**src/rtl/led_pattern_pkg.sv**
```systemverilog
// led_pattern_pkg: shared state, mode and direction encodings for the LED pattern generator
package led_pattern_pkg;
  typedef enum logic [1:0] {IDLE, RUN, PAUSE} state_t;
  localparam logic [1:0] MODE_ROL   = 2'd0;
  localparam logic [1:0] MODE_ROR   = 2'd1;
  localparam logic [1:0] MODE_PING  = 2'd2;
  localparam logic [1:0] MODE_BLINK = 2'd3;
  localparam logic LEFT  = 1'b0;
  localparam logic RIGHT = 1'b1;
endpackage

```
**src/rtl/led_pattern_gen_if.sv**
```systemverilog
// led_pattern_gen_if: board-side controls and LED outputs of the pattern generator
interface led_pattern_gen_if #(
  parameter int LED_W  = 8,
  parameter int SEED_W = 3
);
  logic              button;
  logic [1:0]        mode;
  logic [1:0]        speed;
  logic [SEED_W-1:0] seed;
  logic              clear;
  logic [LED_W-1:0]  led;
  logic              running;
  logic              step;
  modport master (output button, mode, speed, seed, clear, input led, running, step);
  modport slave  (input button, mode, speed, seed, clear, output led, running, step);
endinterface

```
**src/rtl/button_debounce.sv**
```systemverilog
// button_debounce: synchronises a raw button, filters it and emits a one-cycle pulse per accepted press
module button_debounce #(
  parameter int DEB_CYC = 1000000
) (
  input  logic clk,
  input  logic rst_n,
  input  logic button,
  output logic press
);
  localparam int DW = $clog2(DEB_CYC + 1);
  localparam logic [DW-1:0] LAST = DW'(DEB_CYC - 1);
  logic s1, s2, acc;
  logic [DW-1:0] cnt;
  // two-flop synchroniser, then accept a new level once it has persisted DEB_CYC cycles
  always_ff @(posedge clk) begin
    if (!rst_n) begin
      s1 <= 1'b0;
      s2 <= 1'b0;
      acc <= 1'b0;
      cnt <= '0;
      press <= 1'b0;
    end else begin
      s1 <= button;
      s2 <= s1;
      press <= 1'b0;
      if (s2 == acc) cnt <= '0;
      else if (cnt == LAST) begin
        acc <= s2;
        cnt <= '0;
        press <= s2;
      end else cnt <= cnt + DW'(1);
    end
  end
endmodule

```
**src/rtl/led_pattern_gen.sv**
```systemverilog
// led_pattern_gen: button-controlled LED pattern sequencer with selectable mode and step rate
module led_pattern_gen
  import led_pattern_pkg::*;
#(
  parameter int LED_W    = 8,
  parameter int SEED_W   = 3,
  parameter int TICK_DIV = 100000000,
  parameter int DEB_CYC  = 1000000
) (
  input logic clk,
  input logic rst_n,
  led_pattern_gen_if.slave bus
);
  localparam int CW = $clog2(TICK_DIV);
  localparam logic [CW:0] TD  = (CW + 1)'(TICK_DIV);
  localparam logic [CW:0] ONE = (CW + 1)'(1);
  logic press, tick, turn, dir, ndir, running_q, step_q;
  logic [CW-1:0] cnt;
  logic [CW:0] per;
  logic [LED_W-1:0] led_q, seed_ext, rol, ror, nxt;
  state_t state;
  button_debounce #(.DEB_CYC(DEB_CYC)) u_deb (
    .clk(clk),
    .rst_n(rst_n),
    .button(bus.button),
    .press(press)
  );
  assign bus.led = led_q;
  assign bus.running = running_q;
  assign bus.step = step_q;
  // next pattern candidates and the step-due decision for the current speed
  always_comb begin
    seed_ext = LED_W'(bus.seed);
    rol = {led_q[LED_W-2:0], led_q[LED_W-1]};
    ror = {led_q[0], led_q[LED_W-1:1]};
    per = TD >> bus.speed;
    tick = {1'b0, cnt} >= per - ONE;
    turn = (bus.mode == MODE_PING) && (dir == LEFT ? led_q[LED_W-1] : led_q[0]);
    ndir = turn ? ~dir : dir;
    nxt = bus.mode == MODE_ROL ? rol : bus.mode == MODE_ROR ? ror :
          bus.mode == MODE_BLINK ? ~led_q : (ndir == LEFT ? rol : ror);
  end
  // run/pause state machine with the step counter and pattern register
  always_ff @(posedge clk) begin
    if (!rst_n) begin
      state <= IDLE;
      led_q <= '0;
      running_q <= 1'b0;
      step_q <= 1'b0;
      cnt <= '0;
      dir <= LEFT;
    end else begin
      step_q <= 1'b0;
      if (bus.clear) begin
        state <= IDLE;
        led_q <= seed_ext;
        running_q <= 1'b0;
        cnt <= '0;
        dir <= LEFT;
      end else begin
        case (state)
          IDLE: begin
            led_q <= seed_ext;
            cnt <= '0;
            if (press) begin
              state <= RUN;
              running_q <= 1'b1;
              dir <= LEFT;
            end
          end
          RUN: begin
            if (press) begin
              state <= PAUSE;
              running_q <= 1'b0;
            end else if (tick) begin
              cnt <= '0;
              step_q <= 1'b1;
              led_q <= nxt;
              dir <= ndir;
            end else cnt <= cnt + CW'(1);
          end
          PAUSE: begin
            if (press) begin
              state <= RUN;
              running_q <= 1'b1;
            end
          end
          default: state <= IDLE;
        endcase
      end
    end
  end
endmodule

```
**src/flat_wrapper.sv**
```systemverilog
// flat-port wrapper written by rule: the top's interface ports become plain ports
module led_pattern_gen_flat import led_pattern_pkg::*;
#(
  parameter int LED_W    = 8,
  parameter int SEED_W   = 3,
  parameter int TICK_DIV = 100000000,
  parameter int DEB_CYC  = 1000000
)
  (clk, rst_n, bus_button, bus_mode, bus_speed, bus_seed, bus_clear, bus_led, bus_running, bus_step);
  led_pattern_gen_if #(.LED_W(LED_W), .SEED_W(SEED_W)) bus_i ();
  input logic clk;
  input logic rst_n;
  input wire logic [$bits(bus_i.button)-1:0] bus_button;
  input wire logic [$bits(bus_i.mode)-1:0] bus_mode;
  input wire logic [$bits(bus_i.speed)-1:0] bus_speed;
  input wire logic [$bits(bus_i.seed)-1:0] bus_seed;
  input wire logic [$bits(bus_i.clear)-1:0] bus_clear;
  output wire logic [$bits(bus_i.led)-1:0] bus_led;
  output wire logic [$bits(bus_i.running)-1:0] bus_running;
  output wire logic [$bits(bus_i.step)-1:0] bus_step;
  assign bus_i.button = bus_button;
  assign bus_i.mode = bus_mode;
  assign bus_i.speed = bus_speed;
  assign bus_i.seed = bus_seed;
  assign bus_i.clear = bus_clear;
  assign bus_led = bus_i.led;
  assign bus_running = bus_i.running;
  assign bus_step = bus_i.step;
  led_pattern_gen #(.LED_W(LED_W), .SEED_W(SEED_W), .TICK_DIV(TICK_DIV), .DEB_CYC(DEB_CYC)) u_core (.clk(clk), .rst_n(rst_n), .bus(bus_i));
endmodule
```
**config.mk**
```make
export PLATFORM = sky130hd
export DESIGN_NAME = led_pattern_gen_flat
export DESIGN_NICKNAME = d
export VERILOG_FILES = /design/src/rtl/led_pattern_pkg.sv /design/src/rtl/led_pattern_gen_if.sv /design/src/rtl/button_debounce.sv /design/src/rtl/led_pattern_gen.sv /design/src/flat_wrapper.sv
export SDC_FILE = /design/constraint.sdc
export NUM_CORES = 1
export LEC_CHECK = 0
export ABC_AREA = 0
export BUFFER_PORTS_ARGS = -buffer_cell sky130_fd_sc_hd__buf_2
export CAP_MARGIN = 20
export CELL_PAD_IN_SITES_DETAIL_PLACEMENT = 2
export CELL_PAD_IN_SITES_GLOBAL_PLACEMENT = 2
export CORE_ASPECT_RATIO = 1.25
export CORE_MARGIN = 3
export CORE_UTILIZATION = 37
export CTS_CLUSTER_DIAMETER = 60
export DETAILED_ROUTE_END_ITERATION = 8
export HOLD_SLACK_MARGIN = 0.08
export PLACE_DENSITY_LB_ADDON = 0.1
export SYNTH_ARGS = -nofsm -noshare
export SYNTH_HDL_FRONTEND = slang
export SYNTH_SLANG_ARGS = --single-unit
export TNS_END_PERCENT = 30
```
**constraint.sdc**
```tcl
create_clock -name clk -period 2.74 [get_ports clk]
set_input_delay 0.411 -clock clk [delete_from_list [all_inputs] [get_ports clk]]
set_output_delay 0.411 -clock clk [all_outputs]
set_load 0.01 [all_outputs]
```
==> flow_summary.json <==
{
  "crit_buf_inv": 1,
  "crit_family": "compound AO/OA/AOI/OAI gates",
  "cap_violations": 0,
  "h-tree-depth": 3,
  "diodes": 0,
  "final_hold_viol_count": 0,
  "core_area_um2": 8890,
  "grt_pass1_vias": 3253,
  "synth_top_area_share_pct": 37.2,
  "highest_layer": "met4",
  "grt.overflow.total": 0,
  "synthFlopType": "dfxtp_1",
  "num_rows": 38,
  "cts_hold_buf": 0,
  "avgSynthCellArea_um2": 8.37,
  "dp.cells": 554,
  "cts_sinks": 64,
  "cp_max_fo": 6,
  "io_buffers": 20,
  "drive_gt1_share_pct": 12.0,
  "post-route-util_pct": 44.3,
  "postSynthCellCount": 412,
  "via_per_inst": 5.27,
  "antenna_found_initial": 0,
  "end_kind": "flip-flop",
  "worst_pin_slew_ns": 0.565,
  "clk_path_buf_depth": 2,
  "ios": 21,
  "period_share_pct": 89.8,
  "clock.fmax_mhz": 406,
  "cp-start-kind": "flip-flop",
  "cts_buffers": 9,
  "setup_viol": 0,
  "wl_um": 9090,
  "grt_pass1_wl_um": 16000,
  "route.met2.wl_um": 4790,
  "ir_drop_uv": 229,
  "finalHoldWorstSlack_ns": 0.281,
  "finalMaxSlewViolations": 0,
  "syn_area_um2": 3450,
  "synth_nets": 441,
  "path_clk_slew_ns": 0.07,
  "grt_use_total_pct": 19.1,
  "cts_setup_buffers": 0,
  "vias": 3006,
  "nNetsFinal": 474,
  "synth_largest_area_cell": "dfxtp_1",
  "wl_met3_um": 159,
  "stdcell_count": 570,
  "min_period_ns": 2.46,
  "slew_headroom_pct": 62.1,
  "met1_length_um": 4000,
  "routabilityCongestion": 0.775,
  "fillers": 1034,
  "hold_path.class": "in2reg",
  "synth_warnings": 0,
  "max_stage_delay_ns": 0.35,
  "setup_tns_ns": 0,
  "synth_common_cells": "64 x dfxtp_1, 64 x nor2_1, 30 x nand2_1",
  "die_w_um": 92.3,
  "rsz0062_at_grt": "false",
  "final_antenna_net_count": 0,
  "synth_edf_count": 0,
  "p_per_area_nw_per_um2": 471,
  "synth_cell_types": 50,
  "drc": 0,
  "dpl.hpwl_um": 6890,
  "crit_chain": "ha_1 -> a21o_1 -> a221o_1 -> a221oi_2 -> a211oi_1 -> buf_4 -> o2111a_1 -> a2bb2o_1",
  "fp.dieH_um": 114,
  "critPathKind": "reg2reg",
  "grt_max_degree": 21,
  "cts_resized": 0,
  "drt_iter0_drc": 89,
  "cts_tree": "done",
  "synth_seq_cells": 64,
  "dp_slack_ns": -0.0836,
  "worstPathRequired_ns": 2.97,
  "area_growth_pct": 14.2,
  "clk-insertion-delay-late_ns": 0.34,
  "initial_core_util_pct": 38.8,
  "worst_slack_ns": 0.279,
  "firstDrtPassIters": 4,
  "power_leakage_nw": 1.45,
  "cts_root_buffer": "clkbuf_8",
  "die_area_um2": 10500,
  "cp.arrival_ns": 2.69,
  "synthTopCellsByArea": "dfxtp_1 37%, xnor2_1 7.4%, nor2_1 7.0%",
  "crit_slowest_cell": "dfxtp_1",
  "outcome": "completed",
  "wl_per_cell_um": 15.9,
  "ys_seq_area_share_pct": 37.2,
  "fin_skew_ns": 0.00306,
  "async_flop_share_pct": 0
}
layout by cell type, fill, tap and decap left out, drive strengths merged, types with 2 or more instances in the layout:
cell	n
nor3	13
ha	18
a2bb2o	4
a221o	2
a221oi	3
or3	2
mux2i	7
nand3	18
a211o	3
nand3b	2
and4	6
and2	6
nand2	30
o22ai	7
nor4	2
or2	2
clkbuf	13
o21a	2
a22o	2
nand2b	3
xor2	16
nand4	8
a21oi	19
clkinv	2
xnor2	29
dfxtp	64
and3	8
buf	34
a21o	5
nor2b	9
inv	24
nor2	64
o211ai	2
o21ai	8
worst paths after layout:
| path | from | end | slack (ns) | depth (start not counted) |
|---|---|---|---|---|
| min reg2reg | u_core.u_deb.s1 | u_core.u_deb.s2 | 0.45 | 1 |
| max | u_core.cnt[13] | u_core.bus.led[6] | 0.28 | 8 |
| max reg2reg | u_core.cnt[13] | u_core.bus.led[6] | 0.28 | 8 |
| min | bus_button | u_core.u_deb.s1 | 0.28 | 2 |
layer usage:
| metal | vias up | global-route usage [%] |
|---|---|---|
| li1 | 1489 | - |
| met1 | 1485 | 22.1 |
| met2 | 24 | 35.1 |
| met3 | 8 | 2.97 |
| met4 | 0 | 7.04 |
| met5 | - | 0 |
power breakdown:
part | leakage (nW) | total (mW) | internal, mW | switching [mW]
Combinational | 0.830 | 0.0803 | 0.0346 | 0.0457
Clock | 0.103 | 0.832 | 0.468 | 0.364
Sequential | 0.517 | 0.941 | 0.934 | 0.00675
layout make-up:
cell class | instances | area (um^2) | share of cell area (%)
repair buffers | 34 | 205 | 5.21
inverters | 24 | 90.1 | 2.29
flip-flops and latches | 64 | 1280 | 32.5
clock buffers | 13 | 159 | 4.04
multi-input cells | 312 | 2010 | 51.1
clock inverters | 3 | 40.0 | 1.02
well taps | 120 | 150 | 3.81
kinds of logic after synthesis:
family / share of synthesized area [%]
adder cells (fa/ha/maj): 6.86
AND/OR/NAND/NOR: 24.7
AO/OA/AOI/OAI: 13.2
multiplexers: 2.03
buffers and inverters: 4.50
XOR/XNOR: 11.4
flip-flops: 37.2
other: 0.109
through the flow:
step                total power [mW]  cell area (um^2)
floorplan                       1.01              3450
global placement                1.04              3740
detailed placement              1.04              3740
CTS                             1.89              3940
global route                    1.95              3940
finish                          1.85              3940
sequential cells by signal, indices dropped and copies added, names as in the netlist:
name / count
u_core.bus.led: 8
u_core.bus.running: 1
u_core.bus.step: 1
u_core.cnt: 27
u_core.dir: 1
u_core.state: 2
u_core.u_deb.acc: 1
u_core.u_deb.cnt: 20
u_core.u_deb.press: 1
u_core.u_deb.s1: 1
u_core.u_deb.s2: 1
Power figures use the tool's default switching activity.
